===== src/rtl/fetch_queue.sv =====
// Fetch-to-decode instruction queue: DEPTH-entry FIFO of {Instr, PC, PCPlus4}.
// Optional same-cycle empty-queue bypass when FETCH_QUEUE_BYPASS_EN is defined.
module fetch_queue #(
    parameter int unsigned DATA_WIDTH = 32,
    parameter int unsigned DEPTH      = 4
) (
    input  logic                    clk,
    input  logic                    rst,
    input  logic                    in_valid,
    output logic                    in_ready,
    input  logic [DATA_WIDTH-1:0]   Instr,
    input  logic [DATA_WIDTH-1:0]   PC,
    input  logic [DATA_WIDTH-1:0]   PCPlus4,
    input  logic                    flush,
    output logic                    out_valid,
    input  logic                    out_ready,
    output logic [DATA_WIDTH-1:0]   InstrD,
    output logic [DATA_WIDTH-1:0]   PCD,
    output logic [DATA_WIDTH-1:0]   PCPlus4D,
    output logic [$clog2(DEPTH):0]  count,
    output logic                    full,
    output logic                    empty
);
    localparam int unsigned AW = $clog2(DEPTH);
    localparam int unsigned CW = AW + 1;
    localparam logic [DATA_WIDTH-1:0] NOP = DATA_WIDTH'(32'h0000_0013);

    typedef struct packed {
        logic [DATA_WIDTH-1:0] instr;
        logic [DATA_WIDTH-1:0] pc;
        logic [DATA_WIDTH-1:0] pc4;
    } entry_t;

    entry_t          mem [DEPTH];
    entry_t          in_entry;
    entry_t          head;
    logic [AW-1:0]   wr_ptr;
    logic [AW-1:0]   rd_ptr;
    logic            push;
    logic            pop;
    logic            pass;
    logic            bypass;

    assign in_entry = '{instr: Instr, pc: PC, pc4: PCPlus4};
    assign head     = mem[rd_ptr];
    assign full     = (count == CW'(DEPTH));
    assign empty    = (count == '0);
    // Derived from stored count only, so a same-cycle pop never frees a slot.
    assign in_ready = !full;

`ifdef FETCH_QUEUE_BYPASS_EN
    // Empty queue: present the incoming entry directly; consumed entries skip storage.
    assign pass   = empty && in_valid && !flush;
    assign bypass = pass && out_ready;
`else
    assign pass   = 1'b0;
    assign bypass = 1'b0;
`endif

    assign out_valid = !empty || pass;
    assign push      = in_valid && in_ready && !flush && !bypass;
    assign pop       = !empty && out_ready && !flush;

    // Head presentation; NOP bubble when nothing is valid.
    always_comb begin
        InstrD   = NOP;
        PCD      = '0;
        PCPlus4D = '0;
        if (!empty) begin
            InstrD   = head.instr;
            PCD      = head.pc;
            PCPlus4D = head.pc4;
        end else if (pass) begin
            InstrD   = in_entry.instr;
            PCD      = in_entry.pc;
            PCPlus4D = in_entry.pc4;
        end
    end

    // Pointer and occupancy state; reset beats flush beats push/pop.
    always_ff @(posedge clk) begin
        if (rst || flush) begin
            wr_ptr <= '0;
            rd_ptr <= '0;
            count  <= '0;
        end else begin
            if (push) wr_ptr <= wr_ptr + AW'(1);
            if (pop)  rd_ptr <= rd_ptr + AW'(1);
            case ({push, pop})
                2'b10:   count <= count + CW'(1);
                2'b01:   count <= count - CW'(1);
                default: count <= count;
            endcase
        end
    end

    // Payload storage, intentionally not reset.
    always_ff @(posedge clk) begin
        if (push) mem[wr_ptr] <= in_entry;
    end

endmodule


===== config.mk =====
export PLATFORM = sky130hd
export DESIGN_NAME = fetch_queue
export DESIGN_NICKNAME = d
export VERILOG_FILES = /design/src/rtl/fetch_queue.sv
export SDC_FILE = /design/constraint.sdc
export NUM_CORES = 1
export LEC_CHECK = 0
export ABC_CLOCK_PERIOD_IN_PS = 10500
export CORE_MARGIN = 4
export CORE_UTILIZATION = 30
export CTS_CLUSTER_SIZE = 20
export DETAILED_ROUTE_END_ITERATION = 10
export PLACE_DENSITY_LB_ADDON = 0.25
export RECOVER_POWER = 50
export SYNTH_ARGS = -nofsm -noshare
export SYNTH_HDL_FRONTEND = slang
export SYNTH_SLANG_ARGS = --single-unit

===== constraint.sdc =====
create_clock -name clk -period 10.5 [get_ports clk]
set_input_delay 1.575 -clock clk [delete_from_list [all_inputs] [get_ports clk]]
set_output_delay 1.575 -clock clk [all_outputs]
set_load 0.05 [all_outputs]

Word-level counts from Yosys, hierarchy flattened:

Memories as Yosys holds them, arrays and structs flattened. A register that Yosys moved wholly into a read port is not among the register bits.
Cells that the tools add are included.

* bits in registers: 7
* latch bits: 0
* memory bits (writable): 384
* ROM bits: 0
* input port bits: 101
* word-level logic and storage cells: 29
* memories: 1

* add/sub/neg operators: 4
* $mul: 0
* div/mod/pow operators: 0
* magnitude comparators: 0
* equal/unequal tests: 3
* shifts and indexed selects: 0
* multiplexer cells: 8
* bitwise operators: 0
* reduce and logical (&&, ||, !) cells: 10

Memories
* mem: words 4, width 96, read ports 1, clocked after Yosys merged registers in 1, write ports 1, line 34 `entry_t mem [DEPTH];`

Operators with widths (number)
* $mux 32: 3
* $pmux 3 s2: 1
* $add 2x1->2 const B: 2
* $logic_and 1x1->1: 4
* $mux 2: 2
* $add 3x1->3 const B: 1
* $eq 3x3->1 const B: 1
* $logic_not 1->1: 3
* $logic_not 3->1: 1
* $sub 3x1->3 const B: 1
* $eq 2x1->1 const B: 1
* $eq 2x2->1 const B: 1
* $mux 1: 2
* $reduce_bool 2->1: 1
* $logic_or 1x1->1: 1

Logic depth before layout (Yosys ltp):

Gate-level depths: netlist of the first run.

* depth after elaboration: 6
* depth in mapped cells: 10
* mapped depth without buffers: 10

Worst setup path after synthesis of the first run:

OpenSTA, ideal clock, no wires.

* path type: input to register
* start: input in_valid
* end: memory mem[0][0] (netlist name) (enable)
* setup time: 0.466 ns
* arrival time: 4.200 ns
* data required time: 10.034 ns
* setup slack: 5.835 ns
* stages on the path: 3
* cell sequence: inv_1 > nor3_1 > and2_1

* longest elaborated chain between the ends: 4

Ends and longest elaborated chain
* start: declaration: line 9 `input logic in_valid,`
* $logic_and 1x1->1 (2 in series): line 61 `assign push = in_valid && in_ready && !flush && !bypass;`
* $mux 1: line 99 `if (push) mem[wr_ptr] <= in_entry;`
* $mux 1 (not written as such): line 99
* end: declaration: line 34

No other way between the ends.

Worst setup path in the final report of the first run:

* start: input in_valid
* end: memory mem[3][47] (netlist name) (enable)

Same word-level chain as after synthesis.

==> results of run 1 <==
[per-layer routing]
layer  wire (µm)  GRT usage  vias up  part of all wire
met2       15600      0.199      186              0.49
met5          34          0        -            0.0011
li1            -          -     3145                 -
met3        2060     0.0339       50             0.064
met1       13800      0.155     3685              0.43
met4         660     0.0372        6             0.020
[synthesized netlist by cell type]
| library cell | instances |
|---|---|
| a21oi_1 | 5 |
| and2_1 | 97 |
| buf_12 | 1 |
| buf_2 | 11 |
| buf_6 | 5 |
| clkbuf_1 | 16 |
| dfxtp_1 | 9 |
| edfxtp_1 | 384 |
| fa_1 | 1 |
| ha_1 | 5 |
| inv_1 | 9 |
| mux4_2 | 96 |
| nand2_1 | 1 |
| nand3_1 | 2 |
| nor2_1 | 6 |
| nor3_1 | 1 |
| o21ai_0 | 4 |
| o31ai_1 | 1 |
| or2_1 | 3 |
| or2_2 | 1 |
| or3_1 | 3 |
| or3b_2 | 1 |
| xor2_1 | 3 |
[cell type report]
class | instances | area, µm² | area share
Inverter | 9 | 33.8 | 0.00178
Clock inverter | 14 | 128 | 0.00672
Antenna cell | 2 | 5.00 | 0.000264
Multi-Input combinational cell | 230 | 3030 | 0.159
Sequential cell | 393 | 11700 | 0.617
Tap cell | 664 | 831 | 0.0438
Clock buffer | 57 | 1150 | 0.0605
Timing Repair Buffer | 211 | 2090 | 0.110
[sequential cells by signal, summed over array words and instances (netlist names), named ones only]
signal  cells
wr_ptr      2
mem       384
rd_ptr      2
count       3
[worst register-to-register path, delay by kind of cell, from the launching register on]
family,cells,cell delay [ns]
buf+inv,2,1.09
flops,1,0.45
simple gates,3,3.17
[cell families (layout without fill, tap and decap cells)]
logic type               after synthesis  in the layout  share of synthesized area
AO/OA/AOI/OAI                         10             10                    0.00351
XOR/XNOR                               3              3                    0.00176
adder cells (fa/ha/maj)                6              6                    0.00552
buffers and inverters                 42            291                     0.0151
flip-flops                           393            393                      0.783
multiplexers                          96             96                      0.145
other                                  0              2                          0
AND/OR/NAND/NOR                      115            115                     0.0468
[power groups by stage]
stage | clock network, mW | logic, mW | registers [mW]
3_5_place_dp | 0 | 0.190 | 1.79
5_1_grt | 1.50 | 0.191 | 1.76
4_1_cts | 1.44 | 0.191 | 1.75
3_3_place_gp | 0 | 0.189 | 1.79
6_report | 1.39 | 0.178 | 1.76
2_1_floorplan | 0 | 0.0927 | 1.79
[worst min-delay path by stage]
stage	from	to	depth (start not counted)
finish	rd_ptr[1]	flip-flop	2
global route	rd_ptr[1]	flip-flop	2
CTS	rd_ptr[1]	flip-flop	2
detailed placement	rd_ptr[1]	flip-flop	2
global placement	rd_ptr[1]	flip-flop	2
floorplan	rd_ptr[1]	flip-flop	2
[through the flow]
| step | setup slack, ns | instances | utilization | area (µm²) |
|---|---|---|---|---|
| 2_1_floorplan | 5.83 | 665 | - | 15000 |
| 3_3_place_gp | 5.80 | 1507 | 0.360 | 17700 |
| 3_5_place_dp | 5.78 | 1507 | 0.360 | 17700 |
| 4_1_cts | 5.16 | 1578 | 0.386 | 19000 |
| 5_1_grt | 3.87 | 1579 | 0.386 | 19000 |
| 6_report | 4.37 | 1580 | 0.386 | 19000 |
==> impl_metrics.ini, run 1 <==
[sta]
worst_pin_slew_ns = 3.56
tns_ns = 0
setup_viol = 0
finalCritPeriodShare = 0.584
rsz0062_at_grt = no
slew_headroom = -1.38
fmax_mhz = 163
fin_hold_ws_ns = 0.500
layout_min_cycle_time_ns = 6.13
slew_violations = 178
hold_viol = 0
finalClockSkew_ns = 0.0158

[clock_tree]
ctsRootBufferMaster = clkbuf_16
clockBufferDepth = 3
path_clk_slew_ns = 0.06
cts_resized = 0
cts_hold_buffers = 0
cts_tree = done
cts_buffers = 42
post_cts_buffers = 0
clk_latency_ns = 0.55
cts_sinks = 393
htreeDepth = 2

[global_routing]
grt_pass1_vias = 7709
grt_remaining_overflow = 0
antenna_found_initial = 7
track_usage = 0.120
grt_start_max_net_pins = 68
grt_pass1_wl_um = 48700

[worst_setup_path]
worstPathArrival_ns = 6.29
rr_endpoint = mem[3][47]
crit_type = input port to flip-flop
slowest_stage = and2_0
cp.depth = 5
startpoint_type = input port
startpoint = in_valid
critPathMaxFanout = 54
crit_family = simple AND/OR/NAND/NOR gates
path_cells = dlygate4sd3_1 -> inv_1 -> nor3_1 -> and2_0 -> buf_4
worstReg2RegStart = count[0]
path_buf_inv = 3
rrSetupSlack_ns = 5.37
reg2regPathDepth = 5
critPathMaxStageDelay_ns = 2.62
crit_path_end = mem[3][47]
worst_setup_path_end_kind = flip-flop
required_ns = 10.66

[power_and_ir_drop]
clock_power_share = 0.418
p_int_mw = 2.64
p_seq_frac = 0.528
p_sw_frac = 0.207
ir_drop_v = 0.000106
power.total_mw = 3.32
power.switching_uw = 689
pwr-share-comb = 0.054
leakage_nw = 5.87
pwr_density_cell_nw_per_um2 = 175

[worst_hold_path]
hold_class = flip-flop to flip-flop

[detailed_routing]
drc = 0
drtIter0Drc = 355
antenna_left = 0
wl_per_cell_um = 20.4
num_vias = 7072
routed_via_density = 4.48
drt_pass1_iterations = 4
wl_um = 32200

[floorplan]
start_util = 0.304
die_area_um2 = 53500
die_x_um = 231
die_h_um = 231
ios = 204
placementRows = 81
core-area_um2 = 49200

[yosys]
synth.avg_cell_area_um2 = 22.5
synth.distinct_cells = 23
netlist_instances = 665
synth_top_area_share = 0.771
synth-seq-area-share = 0.783
yosysTopAreaCell = edfxtp_1
synth_area_leaders = edfxtp_1 77%, mux4_2 14%, and2_1 4.1%, dfxtp_1 1.2%, ha_1 0.42%
ys_warn_count = 0
syn-cell-area_um2 = 15000
synth_nets = 772
ys_seq_elements = 393

[flow_run]
maxCapViolCount = 4

[status]
violations = capacitance limit, slew limit
outcome = finished with violations

[place]
gp_congestion = 0.687
io_buffers = 203
dpl.hpwl_um = 18000

[layout]
area_delta_synth_final_pct = 26.9
final_nets = 994
fillers = 4493
layout_commonest_cell = edfxtp_1
final_cell_mix = 384 x edfxtp_1, 105 x clkdlybuf4s50_1, 98 x dlygate4sd3_1
drive_gt1_frac = 0.178
No activity file was read; power rests on OpenSTA's default activity.
==> run 2: changes to the inputs <==
--- a/config.mk
+++ b/config.mk
@@ -5,7 +5,7 @@
 export SDC_FILE = /design/constraint.sdc
 export NUM_CORES = 1
 export LEC_CHECK = 0
-export ABC_CLOCK_PERIOD_IN_PS = 10500
+export ABC_CLOCK_PERIOD_IN_PS = 5050
 export CORE_MARGIN = 4
 export CORE_UTILIZATION = 30
 export CTS_CLUSTER_SIZE = 20
==> constraint.sdc (replaced) <==
create_clock -name clk -period 5.05 [get_ports clk]
set_input_delay 0.7575 -clock clk [delete_from_list [all_inputs] [get_ports clk]]
set_output_delay 0.7575 -clock clk [all_outputs]
set_load 0.05 [all_outputs]
==> impl_metrics.ini, run 2 (synthesis results as in run 1) <==
[layout]
layout_commonest_cell = edfxtp_1
drive_gt1_frac = 0.192
fillers = 4435
area_delta_synth_final_pct = 28.7
multi_input_area_um2 = 3030
final-seq-area_um2 = 11700
top_regs = mem: 384 flops, count: 3 flops
largest_reg_flops = 384
top_register = mem
final_cell_mix = 384 x edfxtp_1, 106 x clkdlybuf4s50_1, 97 x dlygate4sd3_1
final_nets = 1005
design_area_um2 = 19300
fin_util = 0.392

[sta]
hold_viol = 0
setup_viol = 0
tns_ns = 0
slew_violations = 100
fmax_mhz = 252
finalCritPeriodShare = 0.786
finalClockSkew_ns = 0.0114
rsz0062_at_grt = no
worst_pin_slew_ns = 2.08
slew_headroom = -0.388
setup_ws_ns = 1.08
layout_min_cycle_time_ns = 3.97

[clock_tree]
path_clk_slew_ns = 0.06
cts_sinks = 393
cts_hold_buffers = 0
clk_latency_ns = 0.55
ctsRootBufferMaster = clkbuf_16
clockBufferDepth = 3
post_cts_buffers = 0
htreeDepth = 2
cts_buffers = 44
cts_tree = done
cts_resized = 0

[flow_run]
maxCapViolCount = 3

[place]
place_worst_setup_slack_ns = 1.53
gp_congestion = 0.682
dpl.hpwl_um = 18900
io_buffers = 203
dpl_cell_area_um2 = 17900

[power_and_ir_drop]
ir_drop_v = 0.000228
pwr_density_cell_nw_per_um2 = 366
leakage_nw = 6.00
power.total_mw = 7.04

[worst_setup_path]
rrSetupSlack_ns = 1.33
crit_type = flip-flop to primary output
path_cells = buf_4 -> mux4_2 -> or2_1 -> clkdlybuf4s50_1
critPathMaxStageDelay_ns = 0.87
worstPathArrival_ns = 3.21
slowest_stage = dfxtp_4
worst_setup_path_end_kind = primary output
critPathMaxFanout = 33
required_ns = 4.29
startpoint_type = flip-flop

[detailed_routing]
num_vias = 7076
routed_via_density = 4.43
drtIter0Drc = 380
drt_pass1_iterations = 4
wl_per_cell_um = 20.2
drc = 0
wl_um = 32300
antenna_left = 0

[floorplan]
placementRows = 81
core-area_um2 = 49200
die_area_um2 = 53500
die_h_um = 231
die_x_um = 231
start_util = 0.304
ios = 204

[status]
outcome = finished with violations
violations = capacitance limit, slew limit

[global_routing]
grt_start_max_net_pins = 95
grt_remaining_overflow = 0
grt_pass1_vias = 7652
antenna_found_initial = 6
grt_pass1_wl_um = 48600
track_usage = 0.121

[worst_hold_path]
hold_class = flip-flop to flip-flop
==> run 2: cell count changes in the layout (fill, tap and decap cells not counted), moves of 2 or more <==
| cell | before | now |
|---|---|---|
| buf_12 | 0 | 9 |
| clkinv_1 | 4 | 11 |
| and2_0 | 4 | 0 |
| clkbuf_1 | 12 | 8 |
| and2_1 | 93 | 96 |
| clkinv_2 | 4 | 7 |
| clkinv_4 | 0 | 3 |
| clkbuf_16 | 43 | 45 |
| clkbuf_8 | 2 | 0 |
==> run 2: worst max-delay path: cells and delay by family, from the launching register on <==
family,cells,cell delay [ns]
buffers and inverters,2,1.05
AND/OR/NAND/NOR,1,0.21
multiplexers,1,0.51
flip-flops,1,0.87
==> run 2: power breakdown <==
| group | internal, mW | switching [mW] | total, mW |
|---|---|---|---|
| combinational | 0.158 | 0.217 | 0.375 |
| sequential | 3.64 | 0.0134 | 3.65 |
| clock | 1.78 | 1.24 | 3.02 |
| total | 5.58 | 1.47 | 7.04 |
==> run 2: cell type report <==
type / count / share of cell area
inverter: 9 / 0.00175
sequential: 393 / 0.609
clock inverter: 26 / 0.0109
timing repair buffer: 220 / 0.118
antenna: 2 / 0.000260
multi-input combinational: 230 / 0.157
clock buffer: 53 / 0.0600
tap: 664 / 0.0432
==> run 2: worst paths after layout <==
path | startpoint | cells after the start | to
hold reg to reg | rd_ptr[1] | 2 | flip-flop
setup / recovery | flip-flop | 4 | InstrD[0]
setup reg to reg | count[0] | 5 | mem[2][1]
hold / removal | rd_ptr[1] | 2 | flip-flop
==> run 2: routing by layer <==
metal / part of all wire / up-vias / GRT usage
li1: - / 3173 / -
met1: 0.43 / 3664 / 0.154
met2: 0.49 / 174 / 0.200
met3: 0.059 / 55 / 0.0353
met4: 0.020 / 10 / 0.0383
met5: 0.0019 / - / 0
==> run 2: stage by stage <==
stage	hold slack, ns	instances
floorplan	0.459	665
global placement	0.471	1516
detailed placement	0.479	1516
CTS	0.488	1595
global route	0.565	1595
finish	0.492	1597
==> run 3: changes to the inputs <==
--- a/config.mk
+++ b/config.mk
@@ -5,7 +5,7 @@
 export SDC_FILE = /design/constraint.sdc
 export NUM_CORES = 1
 export LEC_CHECK = 0
-export ABC_CLOCK_PERIOD_IN_PS = 5050
+export ABC_CLOCK_PERIOD_IN_PS = 3900
 export CORE_MARGIN = 4
 export CORE_UTILIZATION = 30
 export CTS_CLUSTER_SIZE = 20
==> constraint.sdc (replaced) <==
create_clock -name clk -period 3.9 [get_ports clk]
set_input_delay 0.585 -clock clk [delete_from_list [all_inputs] [get_ports clk]]
set_output_delay 0.585 -clock clk [all_outputs]
set_load 0.05 [all_outputs]
==> impl_metrics.ini, run 3 (synthesis results as in run 1) <==
[status]
outcome = finished with violations
violations = capacitance limit, slew limit

[power_and_ir_drop]
pwr_density_cell_nw_per_um2 = 476
ir_drop_v = 0.000419
leakage_nw = 6.02

[sta]
layout_min_cycle_time_ns = 3.58
fin_hold_ws_ns = 0.498
finalClockSkew_ns = 0.0120
setup_viol = 0
hold_viol = 0
slew_headroom = -0.380
slew_violations = 104
rsz0062_at_grt = no
tns_ns = 0
finalCritPeriodShare = 0.917
worst_pin_slew_ns = 2.07
fmax_mhz = 280

[detailed_routing]
wl_per_cell_um = 20.3
drtIter0Drc = 398
drc = 0
antenna_left = 0
wl_um = 32600
num_vias = 7145
drt_pass1_iterations = 4
routed_via_density = 4.45

[worst_setup_path]
crit_path_end = PCD[10]
crit_type = flip-flop to primary output
worstPathArrival_ns = 2.99
worst_setup_path_end_kind = primary output
required_ns = 3.31
rr_endpoint = mem[0][9]
rrSetupSlack_ns = 0.57
critPathMaxFanout = 38
worstReg2RegStart = count[0]
startpoint_type = flip-flop
reg2regPathDepth = 5

[place]
io_buffers = 203
placedCellCount = 1520
dpl.hpwl_um = 19300
gp_congestion = 0.730

[clock_tree]
htreeDepth = 2
cts_tree = done
post_cts_buffers = 0
clk_latency_ns = 0.57
clockBufferDepth = 3
ctsRootBufferMaster = clkbuf_16
cts_resized = 0
cts_sinks = 393
cts_hold_buffers = 0
path_clk_slew_ns = 0.06
cts_buffers = 45

[layout]
top_register = mem
final_nets = 1010
layout_commonest_cell = edfxtp_1
area_delta_synth_final_pct = 29.1
finalNonFillerCells = 1604
drive_gt1_frac = 0.197
final_cell_mix = 384 x edfxtp_1, 106 x clkdlybuf4s50_1, 96 x mux4_2, 96 x dlygate4sd3_1, 94 x and2_1
largest_reg_flops = 384
top_regs = mem: 384 flops, count: 3 flops

[floorplan]
die_area_um2 = 53500
core-area_um2 = 49200
die_x_um = 231
start_util = 0.304
ios = 204
placementRows = 81
die_h_um = 231

[global_routing]
track_usage = 0.122
antenna_found_initial = 6
grt_pass1_vias = 7924
grt_remaining_overflow = 0
grt_start_max_net_pins = 67
grt_pass1_wl_um = 48900

[flow_run]
maxCapViolCount = 3

[worst_hold_path]
hold_class = flip-flop to flip-flop
==> run 3: changes by cell type in the layout (fill, tap and decap cells not counted), sizes merged <==
cell	delta
bufinv	-1
buf	+4
dlygate4sd3	-1
clkinvlp	+2
inv	+1
clkbuf	+7
clkinv	-5
==> run 3: power by group <==
part	internal (mW)	switching [mW]	total, mW
sequential	4.71	0.0158	4.72
clock	2.34	1.65	3.99
combinational	0.202	0.283	0.485
total	7.25	1.94	9.20
==> run 3: worst min path at each step <==
stage,start,end,cells past startpoint
6_report,rd_ptr[1],flip-flop,2
2_1_floorplan,rd_ptr[1],flip-flop,2
3_3_place_gp,rd_ptr[1],flip-flop,2
5_1_grt,rd_ptr[1],flip-flop,2
3_5_place_dp,rd_ptr[1],flip-flop,2
4_1_cts,rd_ptr[1],flip-flop,2
==> run 3: critical path, cell delays in order (launching register included) <==
cell             delay, ns
dfxtp_4               0.58
buf_12                0.35
mux4_2                0.54
and2_1                0.19
clkdlybuf4s50_1       0.70
==> run 3: cell type report <==
class                   count  area (µm²)
fillers                  4503       29800
flip-flops and latches    393       11700
multi-input cells         230        3030
repair buffers            224        2300
clock buffers              59        1220
well taps                 664         831
clock inverters            23         176
inverters                   9        33.8
diodes                      2        5.00
==> run 3: metal layers <==
| layer | vias to the layer above | track usage | wire, µm |
|---|---|---|---|
| met1 | 3713 | 0.153 | 13800 |
| met5 | - | 0 | 7 |
| met4 | 2 | 0.0363 | 870 |
| met2 | 179 | 0.207 | 16300 |
| li1 | 3184 | - | - |
| met3 | 67 | 0.0340 | 1740 |
==> run 3: stage by stage <==
stage | power [mW] | area, µm² | util | setup WS (ns)
after floorplan | 5.06 | 15000 | - | 0.426
after global placement | 5.32 | 17900 | 0.365 | 0.848
final | 9.20 | 19300 | 0.393 | 0.324
after global routing | 9.56 | 19300 | 0.393 | 0.109
after CTS | 9.38 | 19300 | 0.393 | 0.202
after detailed placement | 5.33 | 17900 | 0.365 | 0.827
